$ cat src/rtl/eth_mdio_phy.sv
// Clause 22 MDIO responder (PHY side): decodes MDC-clocked frames and serves a small register file.
// Read data drives from the second turnaround bit; writes commit on the last data bit; no backpressure.
module eth_mdio_phy #(
    parameter logic [4:0]  PHY_ADDR     = 5'd1,
    parameter int          PREAMBLE_MIN = 32,
    parameter logic [15:0] PHY_ID1      = 16'h0007,
    parameter logic [15:0] PHY_ID2      = 16'hC0F1,
    parameter logic [15:0] STATUS_VAL   = 16'h782D
) (
    input  logic        Clk,
    input  logic        Rstn,
    input  logic        MDIO_In,
    output logic        MDIO_Out,
    output logic        MDIO_Oe,
    output logic        Wr_Strobe,
    output logic [4:0]  Wr_Addr,
    output logic [15:0] Wr_Data,
    output logic        Frame_Err
);

    localparam logic [5:0]  LP_PRE_MIN  = 6'(PREAMBLE_MIN);
    localparam logic [15:0] LP_REG0_RST = 16'h3100;
    localparam logic [15:0] LP_REG4_RST = 16'h01E1;

    typedef enum logic [3:0] {
        S_IDLE, S_ST, S_OP, S_PHYAD, S_REGAD, S_TA, S_RDATA, S_WDATA, S_SKIP
    } state_t;

    state_t      r_state, w_state_nxt;
    logic [5:0]  r_pre, w_pre_nxt;
    logic [4:0]  r_cnt, w_cnt_nxt;
    logic        r_op_msb, w_op_msb_nxt;
    logic        r_is_rd, w_is_rd_nxt;
    logic        r_ta1, w_ta1_nxt;
    logic [4:0]  r_phyad, w_phyad_nxt;
    logic [4:0]  r_regad, w_regad_nxt;
    logic [15:0] r_shift, w_shift_nxt;
    logic        r_out, w_out_nxt;
    logic        r_oe, w_oe_nxt;
    logic        r_ferr, w_ferr_nxt;
    logic        r_wr_stb;
    logic [4:0]  r_wr_addr;
    logic [15:0] r_wr_data;
    logic [15:0] r_reg0;
    logic [15:0] r_rw [4];
    logic        w_writable;
    logic        w_commit;
    logic [15:0] w_wdata;
    logic [15:0] w_rd_data;

    assign MDIO_Out  = r_out;
    assign MDIO_Oe   = r_oe;
    assign Wr_Strobe = r_wr_stb;
    assign Wr_Addr   = r_wr_addr;
    assign Wr_Data   = r_wr_data;
    assign Frame_Err = r_ferr;

    always_comb begin
        w_rd_data = 16'h0000;
        case (r_regad)
            5'd0:                   w_rd_data = r_reg0;
            5'd1:                   w_rd_data = STATUS_VAL;
            5'd2:                   w_rd_data = PHY_ID1;
            5'd3:                   w_rd_data = PHY_ID2;
            5'd4, 5'd5, 5'd6, 5'd7: w_rd_data = r_rw[r_regad[1:0]];
            default:                w_rd_data = 16'h0000;
        endcase
    end

    always_comb begin
        w_writable = (r_regad == 5'd0) || (r_regad[4:2] == 3'b001);
        w_wdata    = {r_shift[14:0], MDIO_In};
        w_commit   = (r_state == S_WDATA) && (r_cnt == 5'd15) && w_writable;
    end

    always_comb begin
        w_state_nxt  = r_state;
        w_pre_nxt    = r_pre;
        w_cnt_nxt    = r_cnt;
        w_op_msb_nxt = r_op_msb;
        w_is_rd_nxt  = r_is_rd;
        w_ta1_nxt    = r_ta1;
        w_phyad_nxt  = r_phyad;
        w_regad_nxt  = r_regad;
        w_shift_nxt  = r_shift;
        w_out_nxt    = 1'b1;
        w_oe_nxt     = 1'b0;
        w_ferr_nxt   = 1'b0;
        case (r_state)
            S_IDLE: begin
                if (MDIO_In) begin
                    w_pre_nxt = (r_pre == 6'd63) ? 6'd63 : r_pre + 6'd1;
                end else begin
                    w_pre_nxt = 6'd0;
                    if (r_pre >= LP_PRE_MIN) w_state_nxt = S_ST;
                end
            end
            S_ST: begin
                if (MDIO_In) begin
                    w_state_nxt = S_OP;
                    w_cnt_nxt   = 5'd0;
                end else begin
                    w_ferr_nxt  = 1'b1;
                    w_state_nxt = S_IDLE;
                end
            end
            S_OP: begin
                if (r_cnt == 5'd0) begin
                    w_op_msb_nxt = MDIO_In;
                    w_cnt_nxt    = 5'd1;
                end else if (r_op_msb != MDIO_In) begin
                    w_is_rd_nxt = r_op_msb;
                    w_state_nxt = S_PHYAD;
                    w_cnt_nxt   = 5'd0;
                end else begin
                    w_ferr_nxt  = 1'b1;
                    w_state_nxt = S_IDLE;
                end
            end
            S_PHYAD: begin
                w_phyad_nxt = {r_phyad[3:0], MDIO_In};
                w_cnt_nxt   = (r_cnt == 5'd4) ? 5'd0 : r_cnt + 5'd1;
                if (r_cnt == 5'd4) w_state_nxt = S_REGAD;
            end
            S_REGAD: begin
                w_regad_nxt = {r_regad[3:0], MDIO_In};
                w_cnt_nxt   = r_cnt + 5'd1;
                if (r_cnt == 5'd4) begin
                    // Foreign frames are swallowed bit for bit so the next preamble lines up
                    if (r_phyad == PHY_ADDR) begin
                        w_state_nxt = S_TA;
                        w_cnt_nxt   = 5'd0;
                    end else begin
                        w_state_nxt = S_SKIP;
                        w_cnt_nxt   = 5'd17;
                    end
                end
            end
            S_TA: begin
                if (r_is_rd) begin
                    w_oe_nxt    = 1'b1;
                    w_out_nxt   = 1'b0;
                    w_shift_nxt = w_rd_data;
                    w_state_nxt = S_RDATA;
                    w_cnt_nxt   = 5'd0;
                end else if (r_cnt == 5'd0) begin
                    w_ta1_nxt = MDIO_In;
                    w_cnt_nxt = 5'd1;
                end else if (r_ta1 && !MDIO_In) begin
                    w_state_nxt = S_WDATA;
                    w_cnt_nxt   = 5'd0;
                end else begin
                    w_ferr_nxt  = 1'b1;
                    w_state_nxt = S_SKIP;
                    w_cnt_nxt   = 5'd15;
                end
            end
            S_RDATA: begin
                if (r_cnt == 5'd16) begin
                    w_state_nxt = S_IDLE;
                end else begin
                    w_oe_nxt    = 1'b1;
                    w_out_nxt   = r_shift[15];
                    w_shift_nxt = {r_shift[14:0], 1'b0};
                    w_cnt_nxt   = r_cnt + 5'd1;
                end
            end
            S_WDATA: begin
                w_shift_nxt = w_wdata;
                w_cnt_nxt   = r_cnt + 5'd1;
                if (r_cnt == 5'd15) w_state_nxt = S_IDLE;
            end
            S_SKIP: begin
                if (r_cnt == 5'd0) w_state_nxt = S_IDLE;
                else               w_cnt_nxt   = r_cnt - 5'd1;
            end
            default: w_state_nxt = S_IDLE;
        endcase
    end

    always_ff @(posedge Clk) begin
        if (!Rstn) r_state <= S_IDLE;
        else       r_state <= w_state_nxt;
    end

    always_ff @(posedge Clk) begin
        if (!Rstn) begin
            r_pre     <= 6'd0;
            r_cnt     <= 5'd0;
            r_op_msb  <= 1'b0;
            r_is_rd   <= 1'b0;
            r_ta1     <= 1'b0;
            r_phyad   <= 5'd0;
            r_regad   <= 5'd0;
            r_shift   <= 16'd0;
            r_out     <= 1'b1;
            r_oe      <= 1'b0;
            r_ferr    <= 1'b0;
            r_wr_stb  <= 1'b0;
            r_wr_addr <= 5'd0;
            r_wr_data <= 16'd0;
        end else begin
            r_pre    <= w_pre_nxt;
            r_cnt    <= w_cnt_nxt;
            r_op_msb <= w_op_msb_nxt;
            r_is_rd  <= w_is_rd_nxt;
            r_ta1    <= w_ta1_nxt;
            r_phyad  <= w_phyad_nxt;
            r_regad  <= w_regad_nxt;
            r_shift  <= w_shift_nxt;
            r_out    <= w_out_nxt;
            r_oe     <= w_oe_nxt;
            r_ferr   <= w_ferr_nxt;
            r_wr_stb <= w_commit;
            if (w_commit) begin
                r_wr_addr <= r_regad;
                r_wr_data <= w_wdata;
            end
        end
    end

    // Control bit 15 is a soft reset: it restores the R/W registers and never reads back as 1
    always_ff @(posedge Clk) begin
        if (!Rstn || (w_commit && (r_regad == 5'd0) && w_wdata[15])) begin
            r_reg0  <= LP_REG0_RST;
            r_rw[0] <= LP_REG4_RST;
            r_rw[1] <= 16'd0;
            r_rw[2] <= 16'd0;
            r_rw[3] <= 16'd0;
        end else if (w_commit) begin
            if (r_regad == 5'd0) r_reg0 <= w_wdata;
            else                 r_rw[r_regad[1:0]] <= w_wdata;
        end
    end

endmodule

$ cat config.mk
export PLATFORM = sky130hd
export DESIGN_NAME = eth_mdio_phy
export DESIGN_NICKNAME = d
export VERILOG_FILES = /design/src/rtl/eth_mdio_phy.sv
export SDC_FILE = /design/constraint.sdc
export NUM_CORES = 1
export LEC_CHECK = 0
export CORE_MARGIN = 2
export CORE_UTILIZATION = 25
export DETAILED_ROUTE_END_ITERATION = 10
export MAX_ROUTING_LAYER = met4
export PLACE_DENSITY = 0.41
export SLEW_MARGIN = 20
export SYNTH_ARGS = -nofsm -noshare
export SYNTH_HDL_FRONTEND = slang
export SYNTH_SLANG_ARGS = --single-unit
$ cat constraint.sdc
create_clock -name Clk -period 3.67 [get_ports Clk]
set_input_delay 0.367 -clock Clk [delete_from_list [all_inputs] [get_ports Clk]]
set_output_delay 0.367 -clock Clk [all_outputs]
set_load 0.01 [all_outputs]
==> results.tsv <==
metric	value	unit
XOR/XNOR Fraction of Synth Area	0.125	%
Tightest Pin Transition	1010	ps
R2R depth	9	
Pleak	2.88	nW
most numerous cell in the Yosys netlist	nand2_1	
GRT Total Usage	14.4	%
Core Region	27700	um^2
dominant cell type by area after synthesis	edfxtp_1	
# DRC	0	
Pint	2.83	mW
share of power burned in registers	46.8	%
WHS Endpoint	Wr_Data[9]	
synth top area cells	edfxtp_1 27%, dfxtp_1 25%, nand2_1 6.9%	
Detail Route Antenna Nets	0	
status	finished, final reports clean	
clock buffer depth	2	
Ys Warns	0	
clk_skew	27.2	ps
placed cells	1106	
total power	3.82	mW
H-tree depth	4	
Compound-Gate Fraction of Synth Area	14.7	%
P&R area growth vs syn	19.3	%
worst hold path type	reg2reg	
min-delay src	Wr_Data[9]	
worst relative slew slack	32.3	%
power density over cell area	457	nW/um^2
worst r2r src	r_cnt[0]	
Net Switching	0.987	mW
Design Area, Final	8360	um^2
Comb power frac	5.0	%
largest family of logic cells by synthesized area	simple AND/OR/NAND/NOR gates	
count of final max-slew check failures	0	
GPL Wtd Cong	0.801	
Crit Path Max Fanout	16	
Syn Nets	738	
Cells after Synth	729	
Worst EP arrival	3070	ps
simple-gate share of the synthesized area	21.6	%
Setup TNS Final	0	ps
first-pass iteration count of the detailed router	5	
HPWL after DPL	12800	um
Post-Synth Adder-Cell Area	1.07	%
first-pass GRT wire length	31200	um
unique cell type count in the Yosys netlist	62	
switching part of the total	25.9	%
most frequent cells after synthesis	128 x nand2_1, 87 x dfxtp_1, 86 x a21oi_1	
WL per Instance	17.0	um
Setup-failing EPs final	0	
top cell type's share of synthesized area	27.4	%
Final Hold Vio Count	0	
TritonCTS buffer count	17	
r2r setup slk	710	ps
Mapped Area	7010	um^2
Initial Util	25.3	%
Tmin final	2960	ps
DP Area	7730	um^2
Final Non-Filler Cells	1138	
mux cell area share after synthesis	6.14	%
synthesized area per cell	9.61	um^2
Setup Fix Bufs, Post-CTS	0	
maxcap violations	0	
RSZ-0062 raised after global routing	false	
Die X	171	um
initial DRC count	414	
nets@finish	756	
worst flop-to-flop path endpoint	r_rw[0][2]	
Post-synth EDFFs	64	
clk_lat worst skew	440	ps
Tcrit/Tclk final	80.7	%
ant diodes	0	
Post-CTS Hold Buffers	0	
Clock Sinks	151	
vias in the first global route	5274	
Main synth FF type	dfxtp_1	
CTS root buffer	clkbuf_16	
num rows	61	
FF+latch count, synth	151	
Reg clk slew, reported paths	80	ps
CP required	3780	ps
# resized after CTS	0	
endpoint class of the critical path	flip-flop	
Via Count	5319	
sequential area share after synthesis	52.3	%
crit path launch type	flip-flop	
Max IR drop VDD	285	uV
share of layout cells above drive strength 1	12.2	%
pin count of the biggest net entering global routing	36	
Max Fclk	0.338	GHz
ys async rst share	0	%
die area	29400	um^2
post-DR vias/cell	4.67	
# IOs	28	
worst hold stages	2	
initial antenna violation count	0	
Clock Power Share	48.1	%
global route overflow	0	
CTS tree	done	
Die Height	171	um
WL final	19400	um
Critical Path Start	r_cnt[0]	
Setup Crit Path Kind	reg2reg	
# port buffers	27	
## metal layers
| layer | share of wire (%) | up-vias | track usage, % |
|---|---|---|---|
| met1 | 52 | 2595 | 21.1 |
| met3 | 3.9 | 7 | 2.60 |
| li1 | - | 2633 | - |
| met4 | 0.65 | 0 | 3.32 |
| met5 | 0 | - | - |
| met2 | 44 | 84 | 20.5 |
## layout make-up
cell class | count | area (um^2)
Sequential cell | 151 | 3660
Multi-Input combinational cell | 508 | 3070
Clock buffer | 17 | 425
Fill cell | 2884 | 19300
Clock inverter | 15 | 200
Inverter | 16 | 60.1
Tap cell | 378 | 473
Timing Repair Buffer | 53 | 465
## power by group through the flow
| stage | clock network (mW) | registers, mW | logic [mW] |
|---|---|---|---|
| after floorplan | 0 | 1.83 | 0.130 |
| final | 1.84 | 1.79 | 0.193 |
| after CTS | 1.89 | 1.79 | 0.195 |
| after global routing | 1.96 | 1.79 | 0.216 |
| after global placement | 0 | 1.83 | 0.197 |
| after detailed placement | 0 | 1.83 | 0.194 |
## state kept, by name, indices dropped and copies added (netlist names), 4 cells and up, named ones only
signal and count:
Wr_Addr 5, Wr_Data 16, r_cnt 5, r_phyad 5, r_pre 6, r_reg0 16
r_regad 5, r_rw 64, r_shift 16, r_state 4
## cells by family (layout without fill, tap and decap cells)
family / Yosys count / after routing
buf+inv: 70 / 101
fa+ha+maj: 6 / 6
xor+xnor: 1 / 1
simple gates: 304 / 304
mux: 23 / 23
flops: 151 / 151
compound gates: 174 / 174
## worst max-delay path by stage
stage	end	slack [ps]	depth (start not counted)
floorplan	r_rw[1][0]	400	8
global placement	r_rw[0][9]	770	9
detailed placement	r_rw[0][10]	700	9
CTS	r_rw[0][7]	670	9
global route	r_rw[0][2]	480	9
finish	r_rw[0][2]	710	9
## critical path, stage by stage, from the launching register on
cell and delay (ps):
dfxtp_1 500, ha_1 240, and3_1 170, ha_1 170, inv_1 60, nor3_2 380, nand3_1 190, nor3_1 530
nand2b_1 180, buf_4 230
## through the flow
step                hold WS [ps]  worst slack, ps  util, %
floorplan                    435              403        -
global placement             444              767     27.9
detailed placement           448              696     27.9
CTS                          458              673     30.2
global route                 478              483     30.2
finish                       456              707     30.2
## layout by cell type (no fill, tap or decap), types with 12 or more instances in the layout
master and instances:
mux4_2 16, nor3_1 18, dfxtp_1 87, and2_1 49, nand2b_1 13, edfxtp_1 64, inv_1 15, buf_4 26
a21oi_1 86, clkdlybuf4s50_1 27, nor2_1 39, clkbuf_16 17, nand2_1 128, nand3_1 15, a31oi_1 12, and3_1 17
o21ai_0 31
Note: power is estimated with default switching activity, not from simulation.
